--- src/rtl/fetch_ctrl_pkg.sv ---
// Shared definitions for the instruction-fetch sequencer: FSM encoding,
// AXI-Lite constants and the reset fetch address.
package fetch_ctrl_pkg;

   typedef enum logic [1:0] {
      IDLE = 2'd0,
      ADDR = 2'd1,
      DATA = 2'd2,
      HOLD = 2'd3
   } fetch_state_t;

   localparam logic [1:0]  AXI_RESP_OKAY    = 2'b00;
   localparam logic [2:0]  ARPROT_INST      = 3'b100;
   localparam logic [31:0] RESET_PC_DEFAULT = 32'hBFC0_0000;
   localparam int          PC_STEP          = 4;

   // Instructions are word aligned; any low address bit set is a fetch fault.
   function automatic logic is_misaligned(input logic [1:0] pc_lsb);
      return (pc_lsb != 2'b00);
   endfunction

endpackage

--- src/rtl/fetch_ctrl_pc_next_sel.sv ---
// Redirect priority and sequential-address generation for the fetch PC.
// Flush beats branch when both are raised in the same cycle.
module fetch_ctrl_pc_next_sel
   import fetch_ctrl_pkg::*;
#(
   parameter int ADDR_W = 32
) (
   input  logic [ADDR_W-1:0] pc,
   input  logic              flush,
   input  logic [ADDR_W-1:0] flush_pc,
   input  logic              branch_valid,
   input  logic [ADDR_W-1:0] branch_target,
   output logic              redirect,
   output logic [ADDR_W-1:0] redirect_pc,
   output logic [ADDR_W-1:0] pc_seq
);

   // Redirect mux and +4; the add wraps silently at the top of the space.
   always_comb begin
      redirect    = flush | branch_valid;
      redirect_pc = flush ? flush_pc : branch_target;
      pc_seq      = pc + ADDR_W'(PC_STEP);
   end

endmodule

--- src/rtl/fetch_ctrl.sv ---
// Instruction-fetch sequencer: owns the PC, issues one AXI-Lite read at a
// time and hands each instruction to decode through a single holding entry.
//
//   state | meaning
//   IDLE  | no request; waits out stall, absorbs redirects
//   ADDR  | AR valid presented, address frozen until arready
//   DATA  | waiting for the R beat; a stale beat is dropped
//   HOLD  | instruction presented to decode until inst_ready
module fetch_ctrl
   import fetch_ctrl_pkg::*;
#(
   parameter int                ADDR_W   = 32,
   parameter int                DATA_W   = 32,
   parameter logic [ADDR_W-1:0] RESET_PC = ADDR_W'(RESET_PC_DEFAULT)
) (
   input  logic              clk,
   input  logic              rst,
   input  logic              stall,
   input  logic              flush,
   input  logic [ADDR_W-1:0] flush_pc,
   input  logic              branch_valid,
   input  logic [ADDR_W-1:0] branch_target,
   output logic              m_arvalid,
   output logic [ADDR_W-1:0] m_araddr,
   output logic [2:0]        m_arprot,
   input  logic              m_arready,
   input  logic              m_rvalid,
   input  logic [DATA_W-1:0] m_rdata,
   input  logic [1:0]        m_rresp,
   output logic              m_rready,
   output logic              inst_valid,
   output logic [DATA_W-1:0] inst,
   output logic [ADDR_W-1:0] inst_pc,
   output logic              inst_err,
   input  logic              inst_ready
);

   fetch_state_t      state_q, state_d;
   logic [ADDR_W-1:0] pc_q, pc_d;
   logic              discard_q, discard_d;
   logic [ADDR_W-1:0] ar_addr_q;
   logic [DATA_W-1:0] inst_q;
   logic [ADDR_W-1:0] inst_pc_q;
   logic              inst_err_q;

   logic              redirect;
   logic [ADDR_W-1:0] redirect_pc;
   logic [ADDR_W-1:0] pc_seq;

   logic              go_fetch;
   logic              start_ar;
   logic              cap_beat;
   logic              cap_misalign;

   fetch_ctrl_pc_next_sel #(
      .ADDR_W (ADDR_W)
   ) u_pc_next_sel (
      .pc            (pc_q),
      .flush         (flush),
      .flush_pc      (flush_pc),
      .branch_valid  (branch_valid),
      .branch_target (branch_target),
      .redirect      (redirect),
      .redirect_pc   (redirect_pc),
      .pc_seq        (pc_seq)
   );

   // Next-state, next-PC and capture strobes for the fetch sequence.
   always_comb begin
      state_d      = state_q;
      pc_d         = pc_q;
      discard_d    = discard_q;
      go_fetch     = 1'b0;
      start_ar     = 1'b0;
      cap_beat     = 1'b0;
      cap_misalign = 1'b0;

      unique case (state_q)
         IDLE: begin
            if (redirect) begin
               pc_d = redirect_pc;
            end else if (!stall) begin
               go_fetch = 1'b1;
            end
         end

         ADDR: begin
            // The AR already on the bus cannot be withdrawn, so a redirect
            // only marks its eventual response as stale.
            if (redirect) begin
               pc_d      = redirect_pc;
               discard_d = 1'b1;
            end
            if (m_arready) begin
               state_d = DATA;
            end
         end

         DATA: begin
            if (m_rvalid) begin
               if (discard_q || redirect) begin
                  discard_d = 1'b0;
                  state_d   = IDLE;
                  if (redirect) begin
                     pc_d = redirect_pc;
                  end
               end else begin
                  cap_beat = 1'b1;
                  pc_d     = pc_seq;
                  state_d  = HOLD;
               end
            end else if (redirect) begin
               pc_d      = redirect_pc;
               discard_d = 1'b1;
            end
         end

         HOLD: begin
            if (redirect) begin
               pc_d    = redirect_pc;
               state_d = IDLE;
            end else if (inst_ready) begin
               if (stall) begin
                  state_d = IDLE;
               end else begin
                  go_fetch = 1'b1;
               end
            end
         end

         default: begin
            state_d = IDLE;
         end
      endcase

      // A misaligned PC never reaches the bus; it is reported straight to
      // decode as a faulting instruction at the same PC.
      if (go_fetch) begin
         if (is_misaligned(pc_q[1:0])) begin
            state_d      = HOLD;
            cap_misalign = 1'b1;
         end else begin
            state_d  = ADDR;
            start_ar = 1'b1;
         end
      end
   end

   // Control state: FSM, PC and the stale-response marker.
   always_ff @(posedge clk or negedge rst) begin
      if (!rst) begin
         state_q   <= IDLE;
         pc_q      <= RESET_PC;
         discard_q <= 1'b0;
      end else begin
         state_q   <= state_d;
         pc_q      <= pc_d;
         discard_q <= discard_d;
      end
   end

   // AR address is latched on entry to ADDR so a redirect cannot disturb it.
   always_ff @(posedge clk or negedge rst) begin
      if (!rst) begin
         ar_addr_q <= '0;
      end else if (start_ar) begin
         ar_addr_q <= pc_q;
      end
   end

   // Holding entry presented to decode.
   always_ff @(posedge clk or negedge rst) begin
      if (!rst) begin
         inst_q     <= '0;
         inst_pc_q  <= '0;
         inst_err_q <= 1'b0;
      end else if (cap_beat) begin
         inst_q     <= m_rdata;
         inst_pc_q  <= pc_q;
         inst_err_q <= (m_rresp != AXI_RESP_OKAY);
      end else if (cap_misalign) begin
         inst_q     <= '0;
         inst_pc_q  <= pc_q;
         inst_err_q <= 1'b1;
      end else if (state_d != HOLD) begin
         inst_err_q <= 1'b0;
      end
   end

   // Bus and decode-side outputs decode directly from the state.
   always_comb begin
      m_arvalid  = (state_q == ADDR);
      m_araddr   = ar_addr_q;
      m_arprot   = ARPROT_INST;
      m_rready   = (state_q == DATA);
      inst_valid = (state_q == HOLD);
      inst       = inst_q;
      inst_pc    = inst_pc_q;
      inst_err   = inst_err_q;
   end

endmodule

--- config.mk ---
export PLATFORM = sky130hd
export DESIGN_NAME = fetch_ctrl
export DESIGN_NICKNAME = d
export VERILOG_FILES = /design/src/rtl/fetch_ctrl_pkg.sv /design/src/rtl/fetch_ctrl_pc_next_sel.sv /design/src/rtl/fetch_ctrl.sv
export SDC_FILE = /design/constraint.sdc
export NUM_CORES = 1
export LEC_CHECK = 0
export BUFFER_PORTS_ARGS = -buffer_cell sky130_fd_sc_hd__buf_2
export CAP_MARGIN = 10
export CORE_ASPECT_RATIO = 1.75
export CORE_UTILIZATION = 34
export DETAILED_ROUTE_END_ITERATION = 10
export PLACE_DENSITY = 0.56
export SLEW_MARGIN = 15
export SYNTH_ARGS = -nofsm -noshare
export SYNTH_HDL_FRONTEND = slang
export SYNTH_SLANG_ARGS = --single-unit
--- constraint.sdc ---
create_clock -name clk -period 3.3 [get_ports clk]
set_input_delay 0.33 -clock clk [delete_from_list [all_inputs] [get_ports clk]]
set_output_delay 0.33 -clock clk [all_outputs]
set_load 0.005 [all_outputs]
==> flow_summary_export.csv, run 1 <==
group,metric,value,unit
clock_tree,cts.sink_count,132,
timing,ratio_of_final_minimum_period_to_clock_period,74.9,%
synth,post_synth.cell_area_avg,12.1,µm²
worst_setup_path,cp_data_arrival_time,2780,ps
power_and_ir_drop,power_switching_share,28.8,%
clock_tree,path_clk_slew,60,ps
synth,synthDistinctLibCells,45,
die,dieArea,18700,µm²
synth,ys_warn_count,0,
power_and_ir_drop,p_per_area,723,nW/µm²
clock_tree,clk_root_buffer_cell,"sky130_fd_sc_hd__clkbuf_16",
route,dr_total_vias,4810,
timing,report.final.slew_viol_count,0,
hold_path,hold_path_class,"in -> async",
route,drt_wl_total,17.2,mm
placement,io_buffers,205,
grt,wire_length_of_the_first_global_routing_pass,27.9,mm
route,detail_route.vias_per_cell,5.07,
timing,worst_slew_margin_rel,37.2,%
synth,seq_area_frac_synth,53.8,%
clock_tree,clk_path_buf_depth,2,
synth,netlist_area,6160,µm²
synth,synth_async_sr_flop_share,100,%
die,std_cell_rows,64,
grt,antenna_violations_before_repair,0,
finish,final_layout_size_suffix_gt1_share,41.8,%
grt,grt-ovfl-total,0,
finish,n_fill_cell,1705,
clock_tree,post_cts_resize_count,0,
power_and_ir_drop,power.sequential.fraction,42.7,%
placement,place_hpwl,12.2,mm
power_and_ir_drop,p_leak,3.99,nW
timing,worst_slew_pin_slew,942,ps
synth,synth_compound_gate_area_share,12.4,%
synth,synth_flop_cell,"sky130_fd_sc_hd__dfrtp_1",
finish,antenna_cells,0,
timing,timing.fmax,404,MHz
synth,post_synth_edffs,0,
route,ant_nets,0,
synth,post_synth_xor_area_fraction,3.98,%
route,drt-pass1-iter-count,4,
die,design.portCount,209,
timing,setup_viol,0,
placement,pre_cts_ws,823,ps
placement,place_congestion,0.831,
timing,timing.final.ws_setup,827,ps
route,dr.first_iter.drc_count,174,
power_and_ir_drop,power_switching,1.66,mW
worst_setup_path,setup.worst_path.end_class,"register",
power_and_ir_drop,power_frac_comb,25.0,%
synth,post_synth_fa_ha_maj_area_fraction,1.22,%
grt,global_route.usage.total,19.3,%
die,die_w,104,µm
finish,mostFrequentLayoutCell,"sky130_fd_sc_hd__buf_2",
power_and_ir_drop,clockPowerShare,32.3,%
die,floorplan.initialDensity,35.0,%
timing,fin_hold_ws,15.1,ps
worst_setup_path,startpoint_type,"register",
synth,synthesis.instances,510,
clock_tree,cts_tree,"done",
outcome,run_status,"finished, final reports clean",
synth,postSynthRegisterBits,132,
worst_setup_path,critical_path_peak_fanout,20,
worst_setup_path,worst_path_max_delay_cell,"sky130_fd_sc_hd__nor4_4",
clock_tree,cts_post_setup_buffers_inserted,0,
timing,hold_viol_final,0,
worst_setup_path,cp_slowest_stage_delay,420,ps
clock_tree,clk-insertion-delay-late,430,ps
worst_setup_path,crit_chain,"inv_1, ha_1, nor4_4, nand2_2, buf_4, mux2_1",
timing,layout_min_cycle_time,2470,ps
synth,synth_mux_area_share,16.2,%
worst_setup_path,worst-setup-path-type,"reg -> reg",
finish,most_frequent_cells_in_the_layout,"sky130_fd_sc_hd__buf_2, sky130_fd_sc_hd__dfrtp_1, sky130_fd_sc_hd__mux2_2",
die,die_height,180,µm
clock_tree,clock_tree.htree_level_count,4,
synth,synth_top_family_by_area,"multiplexers",
route,avgRoutedWirePerCell,18.1,µm
die,floorplan_core_area,17600,µm²
synth,synth_simple_gate_area_share,8.63,%
clock_tree,ctsHoldBuffers,0,
power_and_ir_drop,internal_power,4.09,mW
grt,first_global_vias,5108,
clock_tree,cts_inserted_buffers,17,
power_and_ir_drop,irDropWorstVdd,0.000391,V
finish,area.growth.synth_to_final,29.1,%
route,drc,0,
worst_setup_path,cp.required,3600,ps
timing,rsz0062_at_grt,"false",
finish,fin_nets,817,
grt,grt_max_degree,113,
job,cap_violations,0,
timing,fin_skew,7.20,ps
timing,final.setup.tns,0,ps
==> metal layers <==
metal	share of wire (%)	track usage, %	vias to the layer above	wire (µm)
met5	0	0	-	0
met4	2.0	8.00	0	343
met3	5.1	4.88	24	877
met2	54	34.1	158	9180
met1	39	22.0	2389	6750
li1	-	-	2239	-
==> worst paths after layout <==
kind	startpoint	endpoint	slack [ps]	cells past startpoint
setup / recovery	state_q[0]	m_araddr[24]	830	6
hold / removal	rst	inst_pc[3]	20	1
setup reg to reg	state_q[0]	m_araddr[24]	830	6
hold reg to reg	m_araddr[0]	m_araddr[0]	480	1
max in group asynchronous	rst	inst[20]	2370	2
min in group clk	flush_pc[0]	pc_q[0]	130	3
==> kinds of logic after synthesis <==
group / after synthesis
other cells: 2
mux: 91
compound gates: 108
xor+xnor: 28
fa+ha+maj: 6
buf+inv: 47
flops: 132
simple gates: 96
==> metrics by stage <==
step,instances,util [%],cell area (µm²),power [mW]
finish,949,45.2,7960,5.75
global route,949,45.2,7960,6.10
CTS,949,45.2,7960,5.83
detailed placement,917,41.9,7370,3.95
global placement,917,41.9,7370,3.89
floorplan,511,-,6170,3.17
==> critical path, delay by kind of cell (launching register included) <==
kind          cells  cell delay, ps
simple gates      2             780
buf+inv           2             450
fa+ha+maj         1             370
flops             1             400
mux               1             340
==> power by group through the flow <==
stage | clock network (mW) | logic, mW | registers [mW]
6_report | 1.86 | 1.44 | 2.45
5_1_grt | 1.98 | 1.59 | 2.52
4_1_cts | 1.90 | 1.47 | 2.46
3_5_place_dp | 0 | 1.46 | 2.49
3_3_place_gp | 0 | 1.43 | 2.46
2_1_floorplan | 0 | 0.712 | 2.46
==> flip-flops by register name, summed over array words and instances, names as in the netlist <==
signal,flops
inst,32
inst_pc,32
m_araddr,32
pc_q,32
state_q,2
discard_q,1
inst_err,1
==> cell type report <==
| type | instances | area, µm² | area share [%] |
|---|---|---|---|
| sequential | 132 | 3310 | 41.7 |
| tap | 231 | 289 | 3.63 |
| multi-input combinational | 332 | 2640 | 33.1 |
| inverter | 7 | 26.3 | 0.330 |
| timing repair buffer | 215 | 1110 | 13.9 |
| clock inverter | 9 | 103 | 1.29 |
| clock buffer | 23 | 478 | 6.01 |
==> synth_stat cells, types with 4 or more instances <==
cell / n / share of area [%]
sky130_fd_sc_hd__and2_1: 4 / 0.41
sky130_fd_sc_hd__nor2_1: 33 / 2.0
sky130_fd_sc_hd__mux2i_1: 32 / 5.2
sky130_fd_sc_hd__inv_1: 7 / 0.43
sky130_fd_sc_hd__mux2_4: 4 / 0.97
sky130_fd_sc_hd__a21oi_1: 31 / 2.5
sky130_fd_sc_hd__dfrtp_1: 123 / 50
sky130_fd_sc_hd__dfstp_2: 9 / 3.8
sky130_fd_sc_hd__nand4_1: 10 / 1.0
sky130_fd_sc_hd__xnor2_1: 7 / 0.99
sky130_fd_sc_hd__and3_1: 7 / 0.71
sky130_fd_sc_hd__nand3_1: 10 / 0.81
sky130_fd_sc_hd__mux2_2: 35 / 6.4
sky130_fd_sc_hd__ha_1: 6 / 1.2
sky130_fd_sc_hd__nand2_1: 16 / 0.97
sky130_fd_sc_hd__clkbuf_1: 17 / 1.0
sky130_fd_sc_hd__mux2_1: 20 / 3.7
sky130_fd_sc_hd__xor2_1: 21 / 3.0
sky130_fd_sc_hd__a211oi_1: 29 / 3.5
sky130_fd_sc_hd__a22o_1: 32 / 4.5
sky130_fd_sc_hd__o21ai_0: 6 / 0.49
sky130_fd_sc_hd__buf_2: 16 / 1.3
(Power assumes the default switching activity.)
==> inputs of run 2 (changes only) <==
--- a/config.mk
+++ b/config.mk
@@ -10,7 +10,7 @@
 export CORE_ASPECT_RATIO = 1.75
 export CORE_UTILIZATION = 34
 export DETAILED_ROUTE_END_ITERATION = 10
-export PLACE_DENSITY = 0.56
+export PLACE_DENSITY = 0.58
 export SLEW_MARGIN = 15
 export SYNTH_ARGS = -nofsm -noshare
 export SYNTH_HDL_FRONTEND = slang
==> constraint.sdc (replaced) <==
create_clock -name clk -period 2.1 [get_ports clk]
set_input_delay 0.21 -clock clk [delete_from_list [all_inputs] [get_ports clk]]
set_output_delay 0.21 -clock clk [all_outputs]
set_load 0.005 [all_outputs]
==> flow_summary_export.csv, run 2 (synthesis results as in run 1) <==
group,metric,value,unit
clock_tree,cts_tree,"done",
timing,fin_hold_ws,18.2,ps
timing,setup_viol,0,
grt,wire_length_of_the_first_global_routing_pass,28.2,mm
finish,storage_element_area,3310,µm²
clock_tree,clk_path_buf_depth,2,
timing,rsz0062_at_grt,"false",
clock_tree,clk_root_buffer_cell,"sky130_fd_sc_hd__clkbuf_16",
worst_setup_path,crit_family,"simple AND/OR/NAND/NOR gates",
worst_setup_path,worst-setup-path-type,"reg -> reg",
grt,first_global_vias,5201,
finish,design_area,8240,µm²
die,floorplan_core_area,17600,µm²
power_and_ir_drop,irDropWorstVdd,0.000374,V
placement,pre_cts_ws,31.2,ps
route,drc,0,
finish,n_fill_cell,1652,
finish,final_layout_size_suffix_gt1_share,44.0,%
finish,fin_nets,842,
worst_setup_path,critPathBufInv,2,
route,drt-pass1-iter-count,4,
timing,fin_skew,11.9,ps
job,cap_violations,0,
power_and_ir_drop,p_per_area,1110,nW/µm²
grt,antenna_violations_before_repair,0,
worst_setup_path,crit_start,"state_q[0]",
finish,final_core_utilization,46.8,%
worst_setup_path,cp_slowest_stage_delay,400,ps
worst_setup_path,setup.worst_path.end_class,"register",
finish,layout.cells.non_filler,974,
timing,timing.final.ws_setup,113,ps
timing,layout_min_cycle_time,1990,ps
hold_path,hold_start,"m_rdata[5]",
route,dr_total_vias,4848,
die,floorplan.initialDensity,35.0,%
die,std_cell_rows,64,
timing,final.setup.tns,0,ps
worst_setup_path,cp.required,2390,ps
worst_setup_path,timing.rr.start,"state_q[0]",
die,die_height,180,µm
timing,worst_slew_margin_rel,56.2,%
placement,placed_area,7630,µm²
placement,place_inst,939,
grt,grt_max_degree,65,
power_and_ir_drop,p_leak,4.15,nW
grt,grt-ovfl-total,0,
clock_tree,path_clk_slew,70,ps
placement,place_hpwl,12.5,mm
finish,most_frequent_cells_in_the_layout,"sky130_fd_sc_hd__buf_2, sky130_fd_sc_hd__dfrtp_1, sky130_fd_sc_hd__mux2_2",
clock_tree,clk-insertion-delay-late,420,ps
die,dieArea,18700,µm²
route,drt_wl_total,17.2,mm
worst_setup_path,critical_path_peak_fanout,21,
timing,worst_slew_pin_slew,657,ps
clock_tree,clock_tree.htree_level_count,4,
hold_path,hold_path_class,"in -> reg",
placement,place_congestion,0.829,
timing,ratio_of_final_minimum_period_to_clock_period,94.6,%
finish,multiInputGateArea,2640,µm²
worst_setup_path,cp_data_arrival_time,2280,ps
finish,mostFrequentLayoutCell,"sky130_fd_sc_hd__buf_2",
clock_tree,cts_inserted_buffers,17,
grt,global_route.usage.total,19.2,%
die,die_w,104,µm
timing,report.final.slew_viol_count,0,
worst_setup_path,startpoint_type,"register",
route,avgRoutedWirePerCell,17.6,µm
placement,io_buffers,205,
die,design.portCount,209,
outcome,run_status,"finished, final reports clean",
finish,antenna_cells,0,
route,ant_nets,0,
power_and_ir_drop,total_power,9.18,mW
worst_setup_path,worst_path_max_delay_cell,"sky130_fd_sc_hd__nor4_4",
route,dr.first_iter.drc_count,152,
timing,timing.fmax,503,MHz
route,detail_route.vias_per_cell,4.98,
timing,hold_viol_final,0,
clock_tree,cts.sink_count,132,
finish,area.growth.synth_to_final,33.7,%
worst_setup_path,crit_chain,"inv_1, ha_1, nor4_4, nand2_2, buf_12, mux2_1",
[run 2: final timing paths]
path / cells past startpoint / endpoint / slack, ps
min in group asynchronous: 2 / inst_pc[6] / 290
worst min register to register: 1 / m_araddr[0] / 490
max in group asynchronous: 3 / pc_q[26] / 1150
worst max register to register: 6 / m_araddr[19] / 110
worst max-delay path: 6 / m_araddr[19] / 110
worst min-delay path: 2 / inst[5] / 20
[run 2: layer usage]
layer | GRT usage (%) | share of wire, % | up-vias
met5 | 0 | 0 | -
met4 | 7.20 | 1.9 | 0
met3 | 3.94 | 5.0 | 21
met2 | 35.2 | 54 | 161
met1 | 21.9 | 39 | 2377
li1 | - | - | 2289
[run 2: where the power goes]
group | switching [mW] | internal (mW)
clock network | 1.27 | 1.68
logic | 1.05 | 1.34
registers | 0.493 | 3.34
total | 2.81 | 6.37
[run 2: final cells by class]
type                    instances  area share [%]
inverters                       7           0.319
multi-input cells             332            32.0
clock inverters                15            1.90
clock buffers                  17            5.16
flip-flops and latches        132            40.2
well taps                     231            3.51
repair buffers                240            16.8
[run 2: repair_timing]
action,4_1_cts,5_1_grt
gates resized for setup,0,1
endpoints found under the setup margin,0,55
setup buffers,0,1
hold buffers,2,0
endpoints found under the hold margin,40,0
[run 2: worst reg2reg max path, cell delays in order, from the launching register on]
cell and delay [ps]:
sky130_fd_sc_hd__dfrtp_1 350, sky130_fd_sc_hd__inv_1 80, sky130_fd_sc_hd__ha_1 360, sky130_fd_sc_hd__nor4_4 400
sky130_fd_sc_hd__nand2_2 170, sky130_fd_sc_hd__buf_12 200, sky130_fd_sc_hd__mux2_1 320
